$ cat src/rtl/xnor_rr_sched.sv
// Round-robin scheduler sharing one 3-input XNOR unit among N_REQ requesters.
// Each accepted operand is evaluated once and returned tagged with its owner's ID.
module xnor_rr_sched #(
   parameter int N_REQ = 4,
   parameter int ID_W  = 2
) (
   input  logic               clk,
   input  logic               rst_n,
   input  logic [N_REQ-1:0]   req_valid,
   input  logic [3*N_REQ-1:0] req_data,
   output logic [N_REQ-1:0]   req_ready,
   output logic               res_valid,
   input  logic               res_ready,
   output logic               res_data,
   output logic [ID_W-1:0]    res_id,
   output logic               busy
);

   typedef enum logic [1:0] {
      IDLE = 2'd0,
      EVAL = 2'd1,
      OUT  = 2'd2
   } state_t;

   state_t          state;
   state_t          state_next;

   logic [ID_W-1:0] last_ptr;
   logic [ID_W-1:0] cur_id;
   logic [2:0]      operand;

   logic            hi_found;
   logic            lo_found;
   logic [ID_W-1:0] hi_id;
   logic [ID_W-1:0] lo_id;
   logic [2:0]      hi_opnd;
   logic [2:0]      lo_opnd;

   logic            grant_found;
   logic [ID_W-1:0] grant_id;
   logic [2:0]      grant_opnd;
   logic [N_REQ-1:0] grant_onehot;
   logic            accept;

   // Rotating priority without a barrel shifter: requesters above the pointer
   // win first, otherwise the lowest-indexed requester at or below it wraps in.
   always_comb begin
      hi_found = 1'b0;
      lo_found = 1'b0;
      hi_id    = '0;
      lo_id    = '0;
      hi_opnd  = '0;
      lo_opnd  = '0;
      for (int j = 0; j < N_REQ; j++) begin
         if (!hi_found && req_valid[j] && (j > int'(last_ptr))) begin
            hi_found = 1'b1;
            hi_id    = ID_W'(j);
            hi_opnd  = req_data[3*j +: 3];
         end
         if (!lo_found && req_valid[j]) begin
            lo_found = 1'b1;
            lo_id    = ID_W'(j);
            lo_opnd  = req_data[3*j +: 3];
         end
      end
   end

   always_comb begin
      grant_found  = hi_found | lo_found;
      grant_id     = hi_found ? hi_id   : lo_id;
      grant_opnd   = hi_found ? hi_opnd : lo_opnd;
      grant_onehot = '0;
      for (int j = 0; j < N_REQ; j++) begin
         grant_onehot[j] = grant_found && (grant_id == ID_W'(j));
      end
   end

   assign accept = (state == IDLE) && grant_found;

   always_ff @(posedge clk or negedge rst_n) begin
      if (!rst_n) begin
         state <= IDLE;
      end else begin
         state <= state_next;
      end
   end

   always_comb begin
      state_next = state;
      case (state)
         IDLE:    if (grant_found) state_next = EVAL;
         EVAL:    state_next = OUT;
         OUT:     if (res_valid && res_ready) state_next = IDLE;
         default: state_next = IDLE;
      endcase
   end

   // The accept strobe is gated by rst_n so it drops the moment reset asserts,
   // even though requesters may still be presenting valid operands.
   always_comb begin
      req_ready = '0;
      busy      = (state != IDLE);
      if (rst_n && accept) begin
         req_ready = grant_onehot;
      end
   end

   always_ff @(posedge clk or negedge rst_n) begin
      if (!rst_n) begin
         operand   <= '0;
         cur_id    <= '0;
         last_ptr  <= ID_W'(N_REQ - 1);
         res_valid <= 1'b0;
         res_data  <= 1'b0;
         res_id    <= '0;
      end else begin
         case (state)
            IDLE: begin
               if (grant_found) begin
                  operand  <= grant_opnd;
                  cur_id   <= grant_id;
                  last_ptr <= grant_id;
               end
            end
            EVAL: begin
               res_data  <= ~^operand;
               res_id    <= cur_id;
               res_valid <= 1'b1;
            end
            OUT: begin
               if (res_ready) begin
                  res_valid <= 1'b0;
               end
            end
            default: ;
         endcase
      end
   end

endmodule
$ cat config.mk
export PLATFORM = sky130hd
export DESIGN_NAME = xnor_rr_sched
export DESIGN_NICKNAME = d
export VERILOG_FILES = /design/src/rtl/xnor_rr_sched.sv
export SDC_FILE = /design/constraint.sdc
export NUM_CORES = 1
export LEC_CHECK = 0
export CAP_MARGIN = 30
export CORE_AREA = 2 2 56 42
export DETAILED_ROUTE_END_ITERATION = 6
export DIE_AREA = 0 0 58 44
export PLACE_DENSITY = 0.74
export REMOVE_ABC_BUFFERS = 1
export SLEW_MARGIN = 20
export SYNTH_ARGS = -nofsm -noshare
export SYNTH_HDL_FRONTEND = slang
export SYNTH_SLANG_ARGS = --single-unit
$ cat constraint.sdc
create_clock -name clk -period 2.35 [get_ports clk]
set_clock_uncertainty 0.2 [all_clocks]
set_input_delay 0.3525 -clock clk [delete_from_list [all_inputs] [get_ports clk]]
set_output_delay 0.3525 -clock clk [all_outputs]
set_load 0.01 [all_outputs]
==> results of run 1 <==
==> logic make-up (layout without fill, tap and decap cells) <==
logic type | count (synthesis) | after routing
compound gates | 30 | 30
xor+xnor | 2 | 2
buf+inv | 9 | 55
flops | 13 | 13
mux | 4 | 4
simple gates | 41 | 41
==> layout make-up <==
cell class                      count  area (um2)  share of cell area (%)
Timing Repair Buffer               46         397                    29.9
Clock buffer                        4        26.3                    1.98
Multi-Input combinational cell     77         527                    39.7
Inverter                            5        18.8                    1.42
Tap cell                           24        30.0                    2.26
Sequential cell                    13         328                    24.7
==> cells in the final DEF, fill, tap and decap left out, types with 2 or more instances in the layout <==
cell / count
clkdlybuf4s50_1: 20
buf_4: 17
dfrtp_1: 11
nor2_1: 9
a21o_1: 8
a21oi_1: 8
nor2b_1: 7
nand3b_1: 6
inv_1: 4
nand3_1: 4
mux2_2: 4
nand2_1: 4
buf_2: 4
and2_1: 3
o221ai_1: 3
a41oi_1: 3
clkbuf_4: 3
dlygate4sd2_1: 3
a221o_1: 2
nand2b_1: 2
xnor2_1: 2
dfstp_2: 2
buf_6: 2
==> registers in the layout (all words and copies together) (netlist names) <==
signal,count
res_id,2
last_ptr,2
cur_id,2
res_valid,1
operand,3
res_data,1
state,2
==> report_power, final <==
part           leakage [nW]  switching, mW  total [mW]  internal [mW]
clock                0.0150         0.0695       0.135         0.0658
combinational         0.426          0.358       0.828          0.471
sequential            0.150         0.0826       0.438          0.355
==> worst paths after layout <==
path,startpoint,endpoint,slack (ns),cells past startpoint
max reg2reg,last_ptr[0],operand[0],0.48,6
max,req_valid[2],req_ready[2],0.01,5
max in group asynchronous,rst_n,last_ptr[0],1.43,3
min in group clk,cur_id[1],cur_id[1],0.29,1
min,rst_n,state[1],0.23,2
min reg2reg,cur_id[1],cur_id[1],0.29,1
==> timing repair <==
item,CTS,global route
endpoints found under the setup margin,4,4
pin swaps,3,0
buffers inserted,1,1
hold buffers,0,0
gates resized for setup,22,2
==> layer usage <==
layer | wire [um] | vias up | track usage (%) | share of wire, %
li1 | - | 452 | - | -
met2 | 1150 | 22 | 34.8 | 50
met5 | 0 | - | 0 | 0
met3 | 92 | 0 | 6.27 | 4.0
met1 | 1060 | 459 | 25.4 | 46
met4 | 0 | 0 | 3.26 | 0
==> summary.md, run 1 <==
| Metric | Value |
|---|---|
| Worst Setup Start Kind | `input pin` |
| Largest net degree at the start of global routing | `12` |
| Largest family of logic cells by synthesized area | `simple AND/OR/NAND/NOR gates` |
| Worst Hold Slack | `0.228 ns` |
| Avg WL per Cell | `13.6 um` |
| Post-Synth Simple-Gate Area | `27.2%` |
| N_diodes | `0` |
| IO buf count | `27` |
| Initial core utilization | `43.2%` |
| Root buffer cell | `clkbuf_4` |
| Worst path slowest cell | `clkdlybuf4s50_1` |
| Leak | `0.591 nW` |
| Top-area cell type share of the netlist area | `31.3%` |
| Top post-synthesis cells by count | `dfrtp_1 (11), nor2_1 (10), a21o_1 (8), a21oi_1 (8), nor2b_1 (7)` |
| Worst setup path class | `input pin to primary output` |
| CTS H-tree depth | `1` |
| Final TNS setup | `0 ns` |
| Post-Synth XOR/XNOR Area | `1.99%` |
| Seq/Total Area, Yosys | `37.3%` |
| Number of synthesized flops with an enable pin | `0` |
| Leading area contributor after synthesis | `dfrtp_1` |
| First DRT Iteration DRCs | `30` |
| Final worst path period need | `2.34 ns` |
| Worst-skew pair later-pin latency | `0.27 ns` |
| Status | `finished, final reports clean` |
| Max-cap violation count | `0` |
| Via count | `933` |
| Synth unique cells | `30` |
| Delay-heaviest family, CP | `buffers and inverters` |
| Bufs and invs on worst path | `2` |
| Worst endpoint data arrival time | `1.79 ns` |
| Top cells by area, synth | `dfrtp_1 (31%), a21o_1 (6.8%), dfstp_2 (6.0%)` |
| Fin area | `1330 um2` |
| Total grt overflow | `0` |
| CP endpoint kind | `primary output` |
| Gpl congestion | `0.880` |
| Crit path largest cell delay | `0.54 ns` |
| # setup viols final | `0` |
| Yosys reg bits | `13` |
| CTS clock-pin slew for the worst setup and hold paths | `0.08 ns` |
| Dominant synthesized flop cell | `dfrtp_1` |
| Synth Area in Compound Gates | `24.1%` |
| Clock Sinks | `13` |
| CTS tree | `built` |
| Ys async rst share | `100%` |
| Least-Margin Pin Slew | `0.409 ns` |
| Io pins | `28` |
| YS warnings | `0` |
| Nets | `165` |
| Req. time, crit path | `1.80 ns` |
| Drt total wl | `2300 um` |
| First-pass GRT wire length | `3940 um` |
| Area grow syn2layout | `51.0%` |
| Final critical-path share of the clock period | `99.5%` |
| RSZ-0062 raised after global routing | `true` |
| Die X | `58 um` |
| DP HPWL | `1820 um` |
| PnR worst setup slack | `0.0106 ns` |
| Total Power | `1.40 mW` |
| Worst vdd ir | `0.000798 V` |
| Core ar. | `2030 um2` |
| Worst-path cell chain | `clkdlybuf4s50_1 -> o22ai_1 -> a221o_1 -> nor4_2 -> buf_2` |
| Max clock buf depth | `2` |
| Slew Limit Fails | `0` |
| Mapped Cells | `99` |
| Hold Violations, Final | `0` |
| Fraction of layout cells with a size suffix above 1 | `26.9%` |
| FILL cells | `178` |
| DRC | `0` |
| Hold crit path type | `input pin to async pin` |
| Power per Cell Area | `1060 nW/um2` |
| Max Clk Rate | `427 MHz` |
| Final Util | `65.3%` |
| All-layer global routing usage | `20.2%` |
| Slew headroom | `72.5%` |
| Placed cell count | `163` |
| Top-count cell post-synth | `dfrtp_1` |
| Fin cells | `169` |
| Vias/cell | `5.52` |
| TritonCTS buffer count | `3` |
| Area after DPL | `1290 um2` |
| Adder-cell area share of the yosys netlist | `0%` |
| Vias in the first global route | `924` |
| Die area | `2550 um2` |
| Drt pass-1 iters | `4` |
| Final antenna-violating net count | `0` |
| Mean post-synth cell area | `8.87 um2` |
| Crit Path Max Fanout | `4` |
| Die H | `44 um` |
| Initial antenna violation count | `0` |
| Post-synthesis mux area share | `5.13%` |
| Rows | `14` |
| Worst slack at placement | `-0.485 ns` |
| Synth Cell Area | `878 um2` |
Note: power is estimated with default switching activity, not from simulation.
==> run 2, diff against run 1 <==
--- a/config.mk
+++ b/config.mk
@@ -6,10 +6,10 @@
 export NUM_CORES = 1
 export LEC_CHECK = 0
 export CAP_MARGIN = 30
-export CORE_AREA = 2 2 56 42
+export CORE_AREA = 2 2 63 47
 export DETAILED_ROUTE_END_ITERATION = 6
-export DIE_AREA = 0 0 58 44
-export PLACE_DENSITY = 0.74
+export DIE_AREA = 0 0 65 49
+export PLACE_DENSITY = 0.59
 export REMOVE_ABC_BUFFERS = 1
 export SLEW_MARGIN = 20
 export SYNTH_ARGS = -nofsm -noshare
==> constraint.sdc (replaced) <==
create_clock -name clk -period 2.35 [get_ports clk]
set_clock_uncertainty 0.2 [all_clocks]
set_input_delay 0.47 -clock clk [delete_from_list [all_inputs] [get_ports clk]]
set_output_delay 0.47 -clock clk [all_outputs]
set_load 0.01 [all_outputs]
==> run 2 against run 1 <==
  * The run now ends with setup timing left
  * Sequential cell count unchanged
  * Worst setup slack got worse by 0.069 ns
  * First-iteration DRC count increased by 53%
  * Power increased by 10%
  * Clock-buffer cell count unchanged
  * Routed wire length increased by 2.2%
  * Final area increased by 5.7%
  * Critical path type is now flip-flop to primary output
  * Via count increased by 0.43%
  * Core utilization decreased by 12 points
  * Clock power increased by 48%
  * Final cell count increased by 9.5%
==> summary.md, run 2 (synthesis results as in run 1) <==
| Metric | Value |
|---|---|
| Largest Register | `operand` |
| Commonest cells after routing, fill and taps aside | `buf_4 (22), clkdlybuf4s50_1 (19), dfrtp_1 (11)` |
| Worst vdd ir | `0.000509 V` |
| Worst Hold Slack | `0.277 ns` |
| Slew headroom | `70.1%` |
| Via count | `937` |
| Vias/cell | `5.06` |
| Nets | `169` |
| DP HPWL | `1900 um` |
| Met3 wire length | `74 um` |
| Fraction of layout cells with a size suffix above 1 | `30.2%` |
| Max reg flops | `3` |
| Die area | `3190 um2` |
| Crit Path Max Fanout | `4` |
| CP endpoint kind | `primary output` |
| Worst Setup Start Kind | `flip-flop` |
| # setup viols final | `3` |
| Status | `finished with violations` |
| Metal-1 WL | `1020 um` |
| Clock Sinks | `13` |
| DR top layer | `met4` |
| CTS clock-pin slew for the worst setup and hold paths | `0.05 ns` |
| Worst-skew pair later-pin latency | `0.25 ns` |
| RSZ-0062 raised after global routing | `true` |
| CTS H-tree depth | `1` |
| Cts hold-fix bufs | `0` |
| Storage cell area | `328 um2` |
| All-layer global routing usage | `17.0%` |
| Drt total wl | `2350 um` |
| Vias in the first global route | `984` |
| Max Clk Rate | `415 MHz` |
| Worst setup path class | `flip-flop to primary output` |
| Initial antenna violation count | `0` |
| DRC | `0` |
| Gpl congestion | `0.766` |
| Failing checks | `setup timing` |
| Die X | `65 um` |
| CTS tree | `built` |
| WL met2 | `1240 um` |
| Max-cap violation count | `0` |
| FILL cells | `250` |
| Bufs and invs on worst path | `2` |
| Rows | `16` |
| Worst endpoint data arrival time | `1.74 ns` |
| Power per Cell Area | `1100 nW/um2` |
| First DRT Iteration DRCs | `46` |
| Least-Margin Pin Slew | `0.448 ns` |
| Delay-heaviest family, CP | `flip-flops` |
| Root buffer cell | `clkbuf_8` |
| Die H | `49 um` |
| Worst-path cell chain | `nand2b_4 -> o21ai_2 -> a221o_1 -> buf_6 -> and3_1 -> buf_2` |
| Area after DPL | `1330 um2` |
| TritonCTS buffer count | `3` |
| Avg WL per Cell | `12.7 um` |
| PnR worst setup slack | `-0.0585 ns` |
| First-pass GRT wire length | `4170 um` |
| Crit path largest cell delay | `0.54 ns` |
| Core ar. | `2620 um2` |
| N_diodes | `0` |
| Footprint of the multi-input gates | `537 um2` |
| Fin area | `1400 um2` |
| Hold Violations, Final | `0` |
| Worst path slowest cell | `dfstp_2` |
| Slew Limit Fails | `0` |
| Io pins | `28` |
| Most common cell after layout, fill and taps aside | `buf_4` |
| Hold crit path type | `flip-flop to flip-flop` |
| Area grow syn2layout | `59.5%` |
| Leak | `0.623 nW` |
| Final Util | `53.4%` |
| Total grt overflow | `0` |
| Drt pass-1 iters | `4` |
| Final critical-path share of the clock period | `102%` |
| Final worst path period need | `2.41 ns` |
| Initial core utilization | `33.5%` |
| Final antenna-violating net count | `0` |
| IO buf count | `27` |
| Largest net degree at the start of global routing | `10` |
| Req. time, crit path | `1.68 ns` |
| Max clock buf depth | `2` |
-- run 2: cell types whose count changed in the layout (fill, tap and decap cells not counted), sizes merged --
cell / previous run / this run
buf: 23 / 27
clkdlybuf4s50: 20 / 19
dlygate4sd2: 3 / 4
-- run 2: layout make-up --
| class | instances | area share (%) |
|---|---|---|
| tap | 36 | 3.21 |
| inverter | 5 | 1.34 |
| sequential | 13 | 23.4 |
| multi-input combinational | 77 | 38.3 |
| timing repair buffer | 50 | 30.5 |
| clock buffer | 4 | 3.21 |
-- run 2: power breakdown --
| group | switching, mW | total, mW | leakage, nW | internal, mW |
|---|---|---|---|---|
| Sequential | 0.0836 | 0.440 | 0.150 | 0.356 |
| Clock | 0.0798 | 0.200 | 0.0228 | 0.120 |
| Combinational | 0.378 | 0.904 | 0.451 | 0.525 |
-- run 2: per-stage QoR --
| step | setup WS [ns] | setup TNS [ns] | power, mW | instances |
|---|---|---|---|---|
| after detailed placement | -0.697 | -2.58 | 1.30 | 179 |
| after global placement | -0.656 | -2.45 | 1.27 | 179 |
| after global routing | -0.127 | -0.338 | 1.67 | 185 |
| after CTS | -0.0647 | -0.144 | 1.53 | 184 |
| final | -0.0585 | -0.123 | 1.54 | 185 |
| after floorplan | 0.208 | 0 | 0.880 | 95 |
-- run 2: final timing paths --
path	startpoint	to	slack, ns	cells past startpoint
worst max-delay path	last_ptr[0]	req_ready[3]	-0.06	6
worst min-delay path	cur_id[1]	cur_id[1]	0.28	1
worst max register to register	last_ptr[0]	cur_id[0]	0.44	6
worst min register to register	cur_id[1]	cur_id[1]	0.28	1
max in group asynchronous	rst_n	last_ptr[1]	1.26	3
min in group asynchronous	rst_n	res_data	0.41	2
-- run 2: metal layers --
layer	global-route usage, %	vias up
li1	-	462
met1	19.3	461
met2	30.6	11
met3	5.54	3
met4	4.26	0
met5	0	-
-- run 2: repair_timing --
| action | CTS | global route |
|---|---|---|
| setup endpoints to repair | 4 | 4 |
| resized for setup | 24 | 3 |
| buffers inserted | 1 | 1 |
| pin swaps | 2 | 1 |
